`src/rtl/sha256_msg_sched.sv`:
```
// SHA-256 message schedule generator: loads one 512-bit block and streams
// W[0..ROUNDS-1] over a valid/ready port using a 16-word sliding window.
module sha256_msg_sched #(
  parameter int ROUNDS = 64
) (
  input  logic         clk,
  input  logic         rst_n,
  input  logic         start,
  input  logic [511:0] block_in,
  output logic         busy,
  output logic         w_valid,
  input  logic         w_ready,
  output logic [31:0]  w_data,
  output logic [5:0]   w_idx,
  output logic         done,
  output logic [1:0]   fsm_state
);

  // Handshake: a word transfers on any rising edge where w_valid && w_ready;
  // while w_valid is high and w_ready is low, w_data and w_idx hold steady.

  typedef enum logic [1:0] {
    IDLE = 2'd0,
    RUN  = 2'd1,
    DONE = 2'd2
  } state_t;

  localparam logic [5:0] LAST = 6'(ROUNDS - 1);

  state_t      state;
  logic [31:0] window [16];
  logic [5:0]  t;
  logic [31:0] nw;

  function automatic logic [31:0] rotr(input logic [31:0] x, input int n);
    return (x >> n) | (x << (32 - n));
  endfunction

  function automatic logic [31:0] sig0(input logic [31:0] x);
    return rotr(x, 7) ^ rotr(x, 18) ^ (x >> 3);
  endfunction

  function automatic logic [31:0] sig1(input logic [31:0] x);
    return rotr(x, 17) ^ rotr(x, 19) ^ (x >> 10);
  endfunction

  // window[k] holds W[t+k], so the next word needed is W[t+16].
  always_comb begin
    nw = sig1(window[14]) + window[9] + sig0(window[1]) + window[0];
  end

  always_ff @(posedge clk or negedge rst_n) begin
    if (!rst_n) begin
      state   <= IDLE;
      t       <= 6'd0;
      busy    <= 1'b0;
      w_valid <= 1'b0;
      done    <= 1'b0;
      for (int k = 0; k < 16; k++) window[k] <= 32'd0;
    end else begin
      case (state)
        IDLE: begin
          done <= 1'b0;
          if (start) begin
            for (int k = 0; k < 16; k++) window[k] <= block_in[511 - 32*k -: 32];
            t       <= 6'd0;
            busy    <= 1'b1;
            w_valid <= 1'b1;
            state   <= RUN;
          end
        end
        RUN: begin
          if (w_ready) begin
            for (int k = 0; k < 15; k++) window[k] <= window[k+1];
            window[15] <= nw;
            if (t == LAST) begin
              w_valid <= 1'b0;
              done    <= 1'b1;
              state   <= DONE;
            end else begin
              t <= t + 6'd1;
            end
          end
        end
        DONE: begin
          done  <= 1'b0;
          busy  <= 1'b0;
          state <= IDLE;
        end
        default: begin
          busy    <= 1'b0;
          w_valid <= 1'b0;
          done    <= 1'b0;
          state   <= IDLE;
        end
      endcase
    end
  end

  assign w_data    = window[0];
  assign w_idx     = t;
  assign fsm_state = state;

endmodule

```
`config.mk`:
```
export PLATFORM = sky130hd
export DESIGN_NAME = sha256_msg_sched
export DESIGN_NICKNAME = d
export VERILOG_FILES = /design/src/rtl/sha256_msg_sched.sv
export SDC_FILE = /design/constraint.sdc
export NUM_CORES = 2
export LEC_CHECK = 0
export ABC_CLOCK_PERIOD_IN_PS = 4300
export CAP_MARGIN = 30
export CORE_MARGIN = 2
export CORE_UTILIZATION = 53
export DETAILED_ROUTE_END_ITERATION = 7
export GPL_ROUTABILITY_DRIVEN = 1
export PLACE_DENSITY_LB_ADDON = 0.1
export SYNTH_ARGS = -nofsm -noshare
export SYNTH_HDL_FRONTEND = slang
export SYNTH_SLANG_ARGS = --single-unit
export TNS_END_PERCENT = 30
```
`constraint.sdc`:
```
create_clock -name clk -period 4.3 [get_ports clk]
set_clock_uncertainty 0.05 [all_clocks]
set_input_delay 0.86 -clock clk [delete_from_list [all_inputs] [get_ports clk]]
set_output_delay 0.86 -clock clk [all_outputs]
set_load 0.02 [all_outputs]
```
# Word-level counts from Yosys, hierarchy flattened
# Index checks and enable logic that the tools add are counted.
totals:
  in_bits: 516
  elab_cells: 69
  out_inout_bits: 43
  register_bits: 523
classes:
  eq_ne: 7
  mux: 19
  reduce_logical: 8
  bitwise: 10
  add_sub_neg: 4
op_table:
  columns: ["operator", "count"]
  rows:
  - ["$mux 512", 2]
  - ["$pmux 512 s2", 1]
  - ["$add 32x32->32", 3]
  - ["$xor 32x32->32", 2]
  - ["$or 13x32->32", 1]
  - ["$or 14x32->32", 1]
  - ["$or 15x32->32", 1]
  - ["$or 25x32->32", 1]
  - ["$xor 32x22->32", 1]
  - ["$xor 32x29->32", 1]
  - ["$mux 6", 3]
  - ["$pmux 6 s2", 1]
  - ["$ne 2x2->1 const B", 4]
  - ["$reduce_and 4->1", 2]
  - ["$add 6x1->6 const B", 1]
  - ["$eq 6x6->1 const B", 1]
  - ["$mux 1", 6]
  - ["$mux 2", 3]
  - ["$reduce_and 3->1", 2]
  - ["$pmux 2 s2", 1]
  - ["$reduce_and 2->1", 2]
  - ["$pmux 1 s3", 1]
  - ["$eq 2x1->1 const B", 1]
  - ["$eq 2x2->1 const B", 1]
  - ["4 further kinds", 5]

# Longest topological paths before layout
logic_depth:
  ltp_word: 8
  depth_mapped: 15
  mapped_depth_nobuf: 14

# Worst setup path after synthesis
# OpenSTA, ideal clock, no wires.
synth_path:
  path_type: "flip-flop to flip-flop"
  from: "register window[50] (netlist name)"
  to: "register window[29] (netlist name)"
  setup_time_ns: 0.127
  t_arrival_ns: 3.756
  path_buffers: 1
  synth_period_minus_slack_ns: 3.933
  slack_ns: 0.367
  stages_incl_launch_ff: 16
  t_required_ns: 4.123
  cell_sequence: "dfrtp_1 > clkbuf_1 > xor2_1 > xnor2_1 > fa_1 > inv_1 > fa_1 > ha_1 > fa_1 > a21oi_1 > o221ai_1 > a2111o_1 > a21oi_2 > o211ai_1 > xnor2_1 > a21oi_1"
synth_between:
  elab_chain_cells: 8
synth_rtl:
  columns: ["item", "line_no", "rtl"]
  rows:
  - ["start, declared", "31", "logic [31:0] window [16];"]
  - ["$or 15x32->32", "36", "return (x >> n) | (x << (32 - n));"]
  - ["$xor 32x32->32", "44", "return rotr(x, 17) ^ rotr(x, 19) ^ (x >> 10);"]
  - ["$xor 32x22->32 (*)", "44", null]
  - ["$add 32x32->32 (*) (3 in a row)", "49", "nw = sig1(window[14]) + window[9] + sig0(window[1]) + window[0];"]
  - ["$mux 512 (*)", "73", "if (w_ready) begin"]
  - ["$pmux 512 s2 (*)", "61", "case (state)"]
# Every way passes the cells marked *; elsewhere a longest branch is shown, timed or not. The select of a mux whose other input is x is not followed.
# A chain may end at the register's enable or synchronous reset.

# Worst setup path in the final report
layout_path:
  from: "register window[60] (netlist name)"
  to: "register window[26] (netlist name)"
layout_between:
  elab_chain_cells: 8
  elab_cells_between_ends: 9
  classes_between: "add/sub (3); mux (2); bitwise (4)"
layout_rtl:
  columns: ["item", "line_no"]
  rows:
  - ["$or 13x32->32 or $or 15x32->32 (tied branches)", "36"]
  - ["$xor 32x32->32", "44"]
  - ["$xor 32x22->32 (*)", "44"]
  - ["$add 32x32->32 (*) (3 in a row)", "49"]
  - ["$mux 512 (*)", "73"]
  - ["$pmux 512 s2 (*)", "61"]
# Marked as above.

==> results.ini <==
[status]
status=finished clean

[synthesis]
seq_area_frac_synth_pct=46.5
yosysTopAreaCell=dfrtp_1
post_synth.cell_area_avg_sq_um=8.13
synthXorXnorAreaFrac_pct=4.42
synth_ff_type=dfrtp_1
synthCells=3460
synth-warning-count=0
synth.distinct_cells=58
yosys-top-cells-count=nand2_1, dfrtp_1, nor2_1
synthTopCellsByArea=dfrtp_1, nand2_1, a31oi_1
synth_nets=4070
synthesis.area_sq_mm=0.0281
synth.most_common_cell=nand2_1
synth_compound_area_share_pct=14.3
synth-adder-area-share_pct=5.83
synth_top_family_by_area=simple AND/OR/NAND/NOR gates
synth_mux_area_share_pct=0.160
yosys_register_bits=523
yosysTopAreaCellShare_pct=46.5
synth-simple-area-share_pct=22.0
synth_edf_count=0
async_reset_ff_share_pct=100

[drt]
ant_nets=0
avgRoutedWirePerCell_microns=23.3
detailroute.via_count=26800
drtIter0Drc=3116
viasPerCell=5.86
firstDrtPassIters=6
wl_microns=106000
drc=0

[grt]
overflow=0
grt_pass1_vias=26000
antenna_found_initial=18
grt_max_degree=163
track_usage_pct=38.3
grt_pass1_wl_microns=156000

[clock_network]
cts_setup_buffers=0
clk_path_buf_depth=3
cts_tree=built
clkLatencyLatePin_ps=640
clock_tree.root_cell=clkbuf_16
htreeDepth=2
clock_sinks=523
clk_pin_slew_ps=60
cts_made_buffers=55

[worst_hold_path]
hold_path.class=in2async

[timing]
final.period_utilization_pct=97.4
fmaxAchievable_mhz=239
drv_slew=0
min_period_ps=4190
fin_ws_ps=110
slew_headroom_pct=40.1
finalSetupViolCount=0
tns_ps=0
finalHoldViolCount=0
tightest_slew_ps=899

[floorplanning]
fp.dieArea_sq_mm=0.0550
ios=559
die_x_microns=234
row_count=84
start_util_pct=53.5
design.core.area_sq_mm=0.0526
fp.dieH_microns=234

[worst_setup_path]
critPathRequiredTime_ps=4790
crit_path_max_fanout=7
critical_path_class=reg2reg
cp-end-kind=flop
crit_path_start_kind=flop
arrival_ps=4680
r2r_slack_ps=110

[cells_and_area]
syn_to_final_growth_pct=27.8
drive_gt1_share_pct=4.56
nets=4424
n_fill_cell=4315

[place]
dp.final_hpwl_microns=79700
numPortBuffers=558
place_congestion=1.01
dp_slack_ps=86.1

[flow_run]
max-cap-violations=0

-- final timing paths --
kind,start,end,cells after the start
max,window[60],window[26],13
min,rst_n,w_idx[0],1
max reg2reg,window[60],window[26],13
min reg2reg,done,done,1
max in group asynchronous,rst_n,window[369],2
min in group clk,done,done,1
-- critical path, stage by stage (launching register included) --
cell       delay [ps]
dfrtp_1           500
xor2_1            220
xnor2_1           360
fa_1              500
fa_1              500
inv_1              50
ha_1              380
a21oi_1           280
nand2_1            80
nor2_1            300
a211oi_2          180
o2111ai_1         270
mux2_4            330
a21oi_2           120
-- layer usage --
layer	share of wire (%)	global-route usage [%]	routed length (microns)
met1	40	52.6	42400
met2	47	60.8	50300
met3	9.2	7.35	9780
met4	3.7	14.1	3950
met5	0.049	0	52
-- area by class of cell --
| class | instances | area (sq um) | share of cell area [%] |
|---|---|---|---|
| multi-input cells | 2487 | 13200 | 36.7 |
| diodes | 20 | 50.0 | 0.139 |
| repair buffers | 619 | 6350 | 17.7 |
| clock buffers | 80 | 1600 | 4.45 |
| clock inverters | 24 | 338 | 0.939 |
| flip-flops and latches | 523 | 13100 | 36.4 |
| well taps | 688 | 861 | 2.39 |
| inverters | 128 | 480 | 1.34 |
-- registers in the layout (all words and copies together), names as in the netlist --
signal,count
busy,1
done,1
fsm_state,2
w_data,32
w_idx,6
w_valid,1
window,480
-- stage by stage --
step | cells | instance area, sq um | util [%] | hold WS [ps]
6_report | 4569 | 36000 | 68.4 | 280
5_1_grt | 4560 | 35900 | 68.4 | 338
4_1_cts | 4548 | 35900 | 68.2 | 290
3_5_place_dp | 4444 | 33900 | 64.5 | 422
3_3_place_gp | 4444 | 33900 | 64.5 | 415
2_1_floorplan | 3460 | 28100 | - | 399
-- placed cells by master, fill, tap and decap left out, drive strengths merged, types with 3 or more instances in the layout --
cell type	n
buf	62
mux2i	3
o21a	7
a31oi	490
or3	7
nor4	5
nor2b	3
and2	4
clkbuf	80
xnor2	84
o21ai	37
xor2	58
nor3	7
o31ai	4
bufinv	7
clkdlybuf4s50	557
fa	62
dfrtp	523
nand4	7
clkinv	13
nor2	522
a21o	11
a21oi	62
nand2	1015
ha	32
inv	131
and3	11
nand3	19
o211ai	3
a211oi	7
diode	20
-- what timing repair did --
item,CTS,global route
setup endpoints to repair,0,7
resized for setup,0,7
hold buffers,0,0
hold endpoints to repair,0,0
-- logic make-up after synthesis --
logic type | count (synthesis)
simple gates | 1605
fa+ha+maj | 94
flops | 523
xor+xnor | 142
mux | 4
buf+inv | 450
compound gates | 642
Power is not shown: default switching activity piles up to over one toggle a cycle in this logic, so the estimate is an artifact.
